**config.mk**
```make
export PLATFORM = sky130hd
export DESIGN_NAME = instruction_memory_loader
export DESIGN_NICKNAME = d
export VERILOG_FILES = /design/src/rtl/instruction_memory_loader.sv
export SDC_FILE = /design/constraint.sdc
export NUM_CORES = 1
export LEC_CHECK = 0
export CORE_MARGIN = 1.5
export CORE_UTILIZATION = 46
export DETAILED_ROUTE_END_ITERATION = 16
export GPL_TIMING_DRIVEN = 1
export PLACE_DENSITY = 0.75
export SLEW_MARGIN = 15
export SYNTH_ARGS = -nofsm -noshare
export SYNTH_HDL_FRONTEND = slang
export SYNTH_SLANG_ARGS = --single-unit
```
**constraint.sdc**
```tcl
create_clock -name i_clock -period 2.1 [get_ports i_clock]
set_clock_uncertainty 0.2 [all_clocks]
set_input_delay 0.525 -clock i_clock [delete_from_list [all_inputs] [get_ports i_clock]]
set_output_delay 0.525 -clock i_clock [all_outputs]
set_load 0.05 [all_outputs]
```
**src/rtl/instruction_memory_loader.sv**
```systemverilog
// -----------------------------------------------------------------------------
// instruction_memory_loader
//
// Write side of the MIPS instruction memory. Before the pipeline runs, a
// program arrives from the UART receiver as a byte stream. This block packs
// the bytes into big-endian instruction words (first byte is the MSB). It
// writes each word to the next instruction-memory address. When the halt
// word arrives, it is written too, and then the pipeline is enabled.
//
// Ports
//   i_clock        single clock
//   i_reset        asynchronous, active-low reset
//   i_rx_data      received byte from the UART
//   i_rx_valid     one-cycle strobe, i_rx_data valid this cycle
//   i_load_req     one-cycle pulse, start or restart a program load
//   o_mem_wr_enb   instruction-memory write strobe (one cycle per word)
//   o_mem_wr_addr  word address of the write
//   o_mem_wr_data  assembled instruction word
//   o_word_count   words written in the current load
//   o_loading      high while receiving or writing
//   o_done         high once the halt word has been written
//   o_error        high if the memory filled up without a halt word
//   o_cpu_enable   pipeline enable, high only after a successful load
//
// Every output comes from a register or is decoded from the state register.
// No input reaches an output combinationally.
// -----------------------------------------------------------------------------
module instruction_memory_loader #(
    parameter int                NB_DATA   = 32,
    parameter int                NB_BYTE   = 8,
    parameter int                NB_ADDR   = 10,
    parameter logic [NB_DATA-1:0] HALT_WORD = 32'hFFFF_FFFF
) (
    input  logic               i_clock,
    input  logic               i_reset,
    input  logic [NB_BYTE-1:0] i_rx_data,
    input  logic               i_rx_valid,
    input  logic               i_load_req,
    output logic               o_mem_wr_enb,
    output logic [NB_ADDR-1:0] o_mem_wr_addr,
    output logic [NB_DATA-1:0] o_mem_wr_data,
    output logic [NB_ADDR:0]   o_word_count,
    output logic               o_loading,
    output logic               o_done,
    output logic               o_error,
    output logic               o_cpu_enable
);

    // Number of bytes per instruction word, and the counter that tracks them.
    localparam int BYTES_PER_WORD = NB_DATA / NB_BYTE;
    localparam int BCNT_W         = (BYTES_PER_WORD > 1) ? $clog2(BYTES_PER_WORD) : 1;

    localparam logic [BCNT_W-1:0]  BCNT_LAST = BCNT_W'(BYTES_PER_WORD - 1);
    localparam logic [BCNT_W-1:0]  BCNT_ONE  = BCNT_W'(1);
    localparam logic [NB_ADDR-1:0] ADDR_MAX  = '1;
    localparam logic [NB_ADDR-1:0] ADDR_ONE  = NB_ADDR'(1);
    localparam logic [NB_ADDR:0]   CNT_ONE   = (NB_ADDR + 1)'(1);

    typedef enum logic [2:0] {
        IDLE  = 3'd0,
        RECV  = 3'd1,
        WRITE = 3'd2,
        DONE  = 3'd3,
        ERROR = 3'd4
    } state_t;

    state_t state;
    state_t next_state;

    // Datapath registers
    logic [NB_DATA-1:0] word;
    logic [BCNT_W-1:0]  byte_cnt;
    logic [NB_ADDR-1:0] addr;
    logic [NB_ADDR:0]   word_count;

    // Control decoded from the current state and inputs
    logic clear_load;   // start/restart a load: counters and partial word cleared
    logic shift_byte;   // accept i_rx_data into the word shift register
    logic advance_addr; // word written and more may follow: move to next address
    logic count_word;   // a word is written this cycle

    // -------------------------------------------------------------------------
    // State register
    // -------------------------------------------------------------------------
    always_ff @(posedge i_clock or negedge i_reset) begin
        if (!i_reset) begin
            state <= IDLE;
        end else begin
            state <= next_state;
        end
    end

    // -------------------------------------------------------------------------
    // Next-state and control decode
    // -------------------------------------------------------------------------
    always_comb begin
        next_state   = state;
        clear_load   = 1'b0;
        shift_byte   = 1'b0;
        advance_addr = 1'b0;
        count_word   = 1'b0;

        case (state)
            IDLE: begin
                // Bytes seen before a load request are line noise and are ignored.
                if (i_load_req) begin
                    clear_load = 1'b1;
                    next_state = RECV;
                end
            end

            RECV: begin
                // A load request wins over a byte in the same cycle. The byte
                // and any partial word are thrown away.
                if (i_load_req) begin
                    clear_load = 1'b1;
                    next_state = RECV;
                end else if (i_rx_valid) begin
                    shift_byte = 1'b1;
                    if (byte_cnt == BCNT_LAST) begin
                        next_state = WRITE;
                    end
                end
            end

            WRITE: begin
                // The write strobe comes from the state alone. A restart in
                // this cycle therefore still lets the word reach memory.
                count_word = 1'b1;
                if (i_load_req) begin
                    clear_load = 1'b1;
                    next_state = RECV;
                end else if (word == HALT_WORD) begin
                    next_state = DONE;
                end else if (addr == ADDR_MAX) begin
                    next_state = ERROR;
                end else begin
                    advance_addr = 1'b1;
                    next_state   = RECV;
                    // A byte in the write cycle is byte 0 of the next word.
                    // This keeps one byte per cycle lossless.
                    if (i_rx_valid) begin
                        shift_byte = 1'b1;
                    end
                end
            end

            DONE, ERROR: begin
                if (i_load_req) begin
                    clear_load = 1'b1;
                    next_state = RECV;
                end
            end

            default: begin
                next_state = IDLE;
            end
        endcase
    end

    // -------------------------------------------------------------------------
    // Word assembly, byte counter, address and word count
    // -------------------------------------------------------------------------
    always_ff @(posedge i_clock or negedge i_reset) begin
        if (!i_reset) begin
            word       <= '0;
            byte_cnt   <= '0;
            addr       <= '0;
            word_count <= '0;
        end else if (clear_load) begin
            word       <= '0;
            byte_cnt   <= '0;
            addr       <= '0;
            word_count <= '0;
        end else begin
            if (shift_byte) begin
                word <= {word[NB_DATA-NB_BYTE-1:0], i_rx_data};
                if (byte_cnt == BCNT_LAST) begin
                    byte_cnt <= '0;
                end else begin
                    byte_cnt <= byte_cnt + BCNT_ONE;
                end
            end
            if (advance_addr) begin
                addr <= addr + ADDR_ONE;
            end
            if (count_word) begin
                word_count <= word_count + CNT_ONE;
            end
        end
    end

    // -------------------------------------------------------------------------
    // Outputs decoded from registered state
    // -------------------------------------------------------------------------
    // Address and data are forced to zero outside the write cycle. This way
    // the memory bus is quiet while idle and reads all-zero in reset.
    always_comb begin
        o_mem_wr_enb  = (state == WRITE);
        o_mem_wr_addr = (state == WRITE) ? addr : '0;
        o_mem_wr_data = (state == WRITE) ? word : '0;
        o_word_count  = word_count;
        o_loading     = (state == RECV) || (state == WRITE);
        o_done        = (state == DONE);
        o_error       = (state == ERROR);
        o_cpu_enable  = (state == DONE);
    end

endmodule

```
==> results by group <==
Worst setup path
  • CP bufs+invs: 3
  • Worst-path fanout max: 11
  • Crit Path Class: flip-flop to output pin
  • Critical Path End Type: output pin
  • Worst EP arrival: 1680 ps
  • Crit path launch type: flip-flop
  • Worst endpoint required time: ~1400 ps
  • Worst path cell trace: nor3b_4 > buf_6 > buf_12 > and2_4 > buf_12
  • Worst path most repeated cell: buf_12
  • Slowest stage delay, CP: 440 ps
  • Slowest-stage cell, CP: dfrtp_1
  • CP top delay family: simple AND/OR/NAND/NOR gates

Placement
  • IO buf count: 69
  • Post-DP HPWL: 5920 µm
  • Gpl congestion: 0.842
  • Pre-CTS setup slack: -276 ps
  • Placed insts: 529

Floorplanning
  • Die area: about 7400 µm²
  • Initial Util: 47.2%
  • I/O pin count: 70
  • Total core area: 6760 µm²
  • # rows: 30
  • Die height: 86.3 µm
  • Die width: roughly 86 µm

Detailed routing
  • DR iter-0 viols: roughly 260
  • Drt first pass iters: 4
  • Vias/cell: 5.38
  • Vias: 3035
  • Antenna Nets Post-Route: 0
  • Residual DRC: 0
  • Routed wire per std cell: 18.2 µm
  • Post-Route WL: 10300 µm

STA
  • Achievable Freq: 415 MHz
  • Fin Hold WS: 339 ps
  • Worst Tran Pin Value: 462 ps
  • Final worst slack: -307 ps
  • Unrepaired setup endpoints after global routing: true
  • Slew Limit Fails: 0
  • Final Hold Violating Endpoints: 0
  • Max-slew headroom: just under 70%
  • Final worst path period share: 115%
  • Final setup viols: 88
  • Post-route minimum period: ~2400 ps

GRT
  • Largest net degree at the start of global routing: approximately 60
  • First-pass GRT wire length: 15400 µm
  • GR Overflow Total: 0
  • Tot GR Track Use: 27.1%
  • Vias in the first global route: 3052
  • Number of antenna violations at the first check in global routing: 0

Run status
  • Violated checks: negative setup slack
  • Outcome: finished with violations

Power and ir drop
  • Leakage: 2.76 nW
  • Worst VDD drop: 0.426 mV
  • Reg power frac: 44.5%
  • Switching part of the total power: 25.7%
  • Sw power: 0.000685 W
  • Pint: 0.00198 W
  • Total Power: roughly 0.0027 W
  • Power per Cell Area: 474 nW/µm²
  • Clock power frac: a little over two fifths
  • Gate power share: 14.0%

Flow run
  • Max Cap Viol: 0

Clocking
  • Clk buf depth: 2
  • # H-tree levels: 3
  • CTS Sinks: 58
  • Clock transition at path regs: around 70 ps
  • CTS Root Cell: clkbuf_8
  • Num CTS Buffers: 9
  • TritonCTS clock tree: done
  • Clock Latency Late Sink: 340 ps

Logic synthesis
  • Synth area leaders: dfrtp_1 (45%), mux2i_1 (9.7%), and2_1 (9.0%)
  • Post-synth ARST share: 100%
  • Top cell type's share of synthesized area: a little under half
  • Synth Cell Area: 3190 µm²
  • Post-synth top area cell: dfrtp_1
  • Post-synth cell types: 40
  • Avg Inst Size Synth: about 9.7 µm²
  • Yosys warns: 0
  • Register area share after synthesis: between 40 and 50%
  • Flops & latches, synth: 58
  • Total nets after synthesis: 345
  • Post-synth EDFFs: 0
  • Synth Instances: 330
  • Post-synth top flop: dfrtp_1

Finish
  • Layout cells sized above 1: 49.4%
  • Post-route non-filler standard cell count: approximately 560
  • Utilization after layout: 83.4%
  • Nets: 495
  • Fillers: 331
  • Ant. Diodes: 0
  • Area delta synth->final: 76.4%

Worst hold path
  • Hold Path Class: flip-flop to flip-flop
worst paths after layout:
check	from	endpoint	slack, ps	depth (start not counted)
worst max register to register	state[0]	word[12]	-280	9
worst max-delay path	state[0]	o_mem_wr_addr[0]	-310	5
max in group asynchronous	i_reset	o_word_count[10]	900	3
worst min register to register	o_word_count[10]	o_word_count[10]	340	2
min in group asynchronous	i_reset	word[5]	520	3
worst min-delay path	o_word_count[10]	o_word_count[10]	340	2
worst reg2reg max path, stage by stage, from the launching register on:
cell and delay, ps:
dfrtp_1 440, nor3b_4 300, buf_6 170, buf_6 100
o31ai_4 70, a211oi_4 280, a21oi_4 120, buf_12 170
buf_8 120, mux2_2 270
cell type report:
cell class / instances / area (µm²) / area share [%]
clock buffers: 13 / 169 / 3.00
multi-input cells: 223 / 1770 / 31.5
inverters: 30 / 113 / 2.00
well taps: 80 / 100 / 1.78
repair buffers: 158 / 1990 / 35.4
flip-flops and latches: 58 / 1450 / 25.8
clock inverters: 2 / 35.0 / 0.622
repair_timing:
| action | CTS | global route |
|---|---|---|
| pin swaps | 10 | 15 |
| hold endpoints to repair | 15 | 0 |
| hold buffers | 1 | 0 |
| cloned | 2 | 0 |
| gates resized for setup | 28 | 27 |
| buffers inserted | 13 | 9 |
| endpoints found under the setup margin | 81 | 93 |
stage by stage:
stage | cell area (µm²) | TNS, ps
after global routing | 5630 | -24830
after detailed placement | 5040 | -9280
after global placement | 5040 | -8730
after floorplan | 3350 | -1070
after CTS | 5520 | -13360
final | 5630 | -19040
logic make-up after synthesis:
family	synth area share, %
AOI/OAI and AO/OA	5.17
xor gates and xnor gates	3.29
adders and majority gates	1.18
buffers and inverters	6.55
DFF	45.5
muxes	13.0
and+or+nand+nor	25.3
power by group through the flow:
stage	combinational [W]	clock [W]	sequential, W
floorplan	0.000137	0	0.00120
global placement	0.000293	0	0.00120
detailed placement	0.000304	0	0.00120
CTS	0.000347	0.00109	0.00118
global route	0.000395	0.00116	0.00119
finish	0.000373	0.00111	0.00119
metal layers:
metal,routed length (µm),global-route usage [%],part of all wire [%],up-vias
met4,319,11.0,3.1,0
met5,0,0,0,-
met2,5390,48.0,52,112
met3,425,4.29,4.1,27
met1,4150,32.9,40,1512
li1,-,-,-,1384
sequential cells by signal (all words and copies together), names as in the netlist:
register and count:
word 32, o_word_count 11, addr 10, state 3, byte_cnt 2
Yosys cell counts (all sizes together), types with 3 or more instances:
library cell and number:
nand2 43, buf 8, nand3 7, and4 3, ha 3, xnor2 4, inv 30, nor3 3
xor2 8, and3 3, mux2 8, nor4 3, and2 46, dfrtp 58, clkbuf 11, nand4 13
nor2 24, mux2i 31, a21oi 4, o21ai 3
layout by cell type, fill, tap and decap left out, drive strengths merged, types with 10 or more instances in the layout:
cell           count
nand4             13
nand2             43
nor2              24
clkdlybuf4s50     10
and2              46
clkbuf            13
inv               30
buf              147
mux2i             31
dfrtp             58
Note: power is estimated with default switching activity, not from simulation.
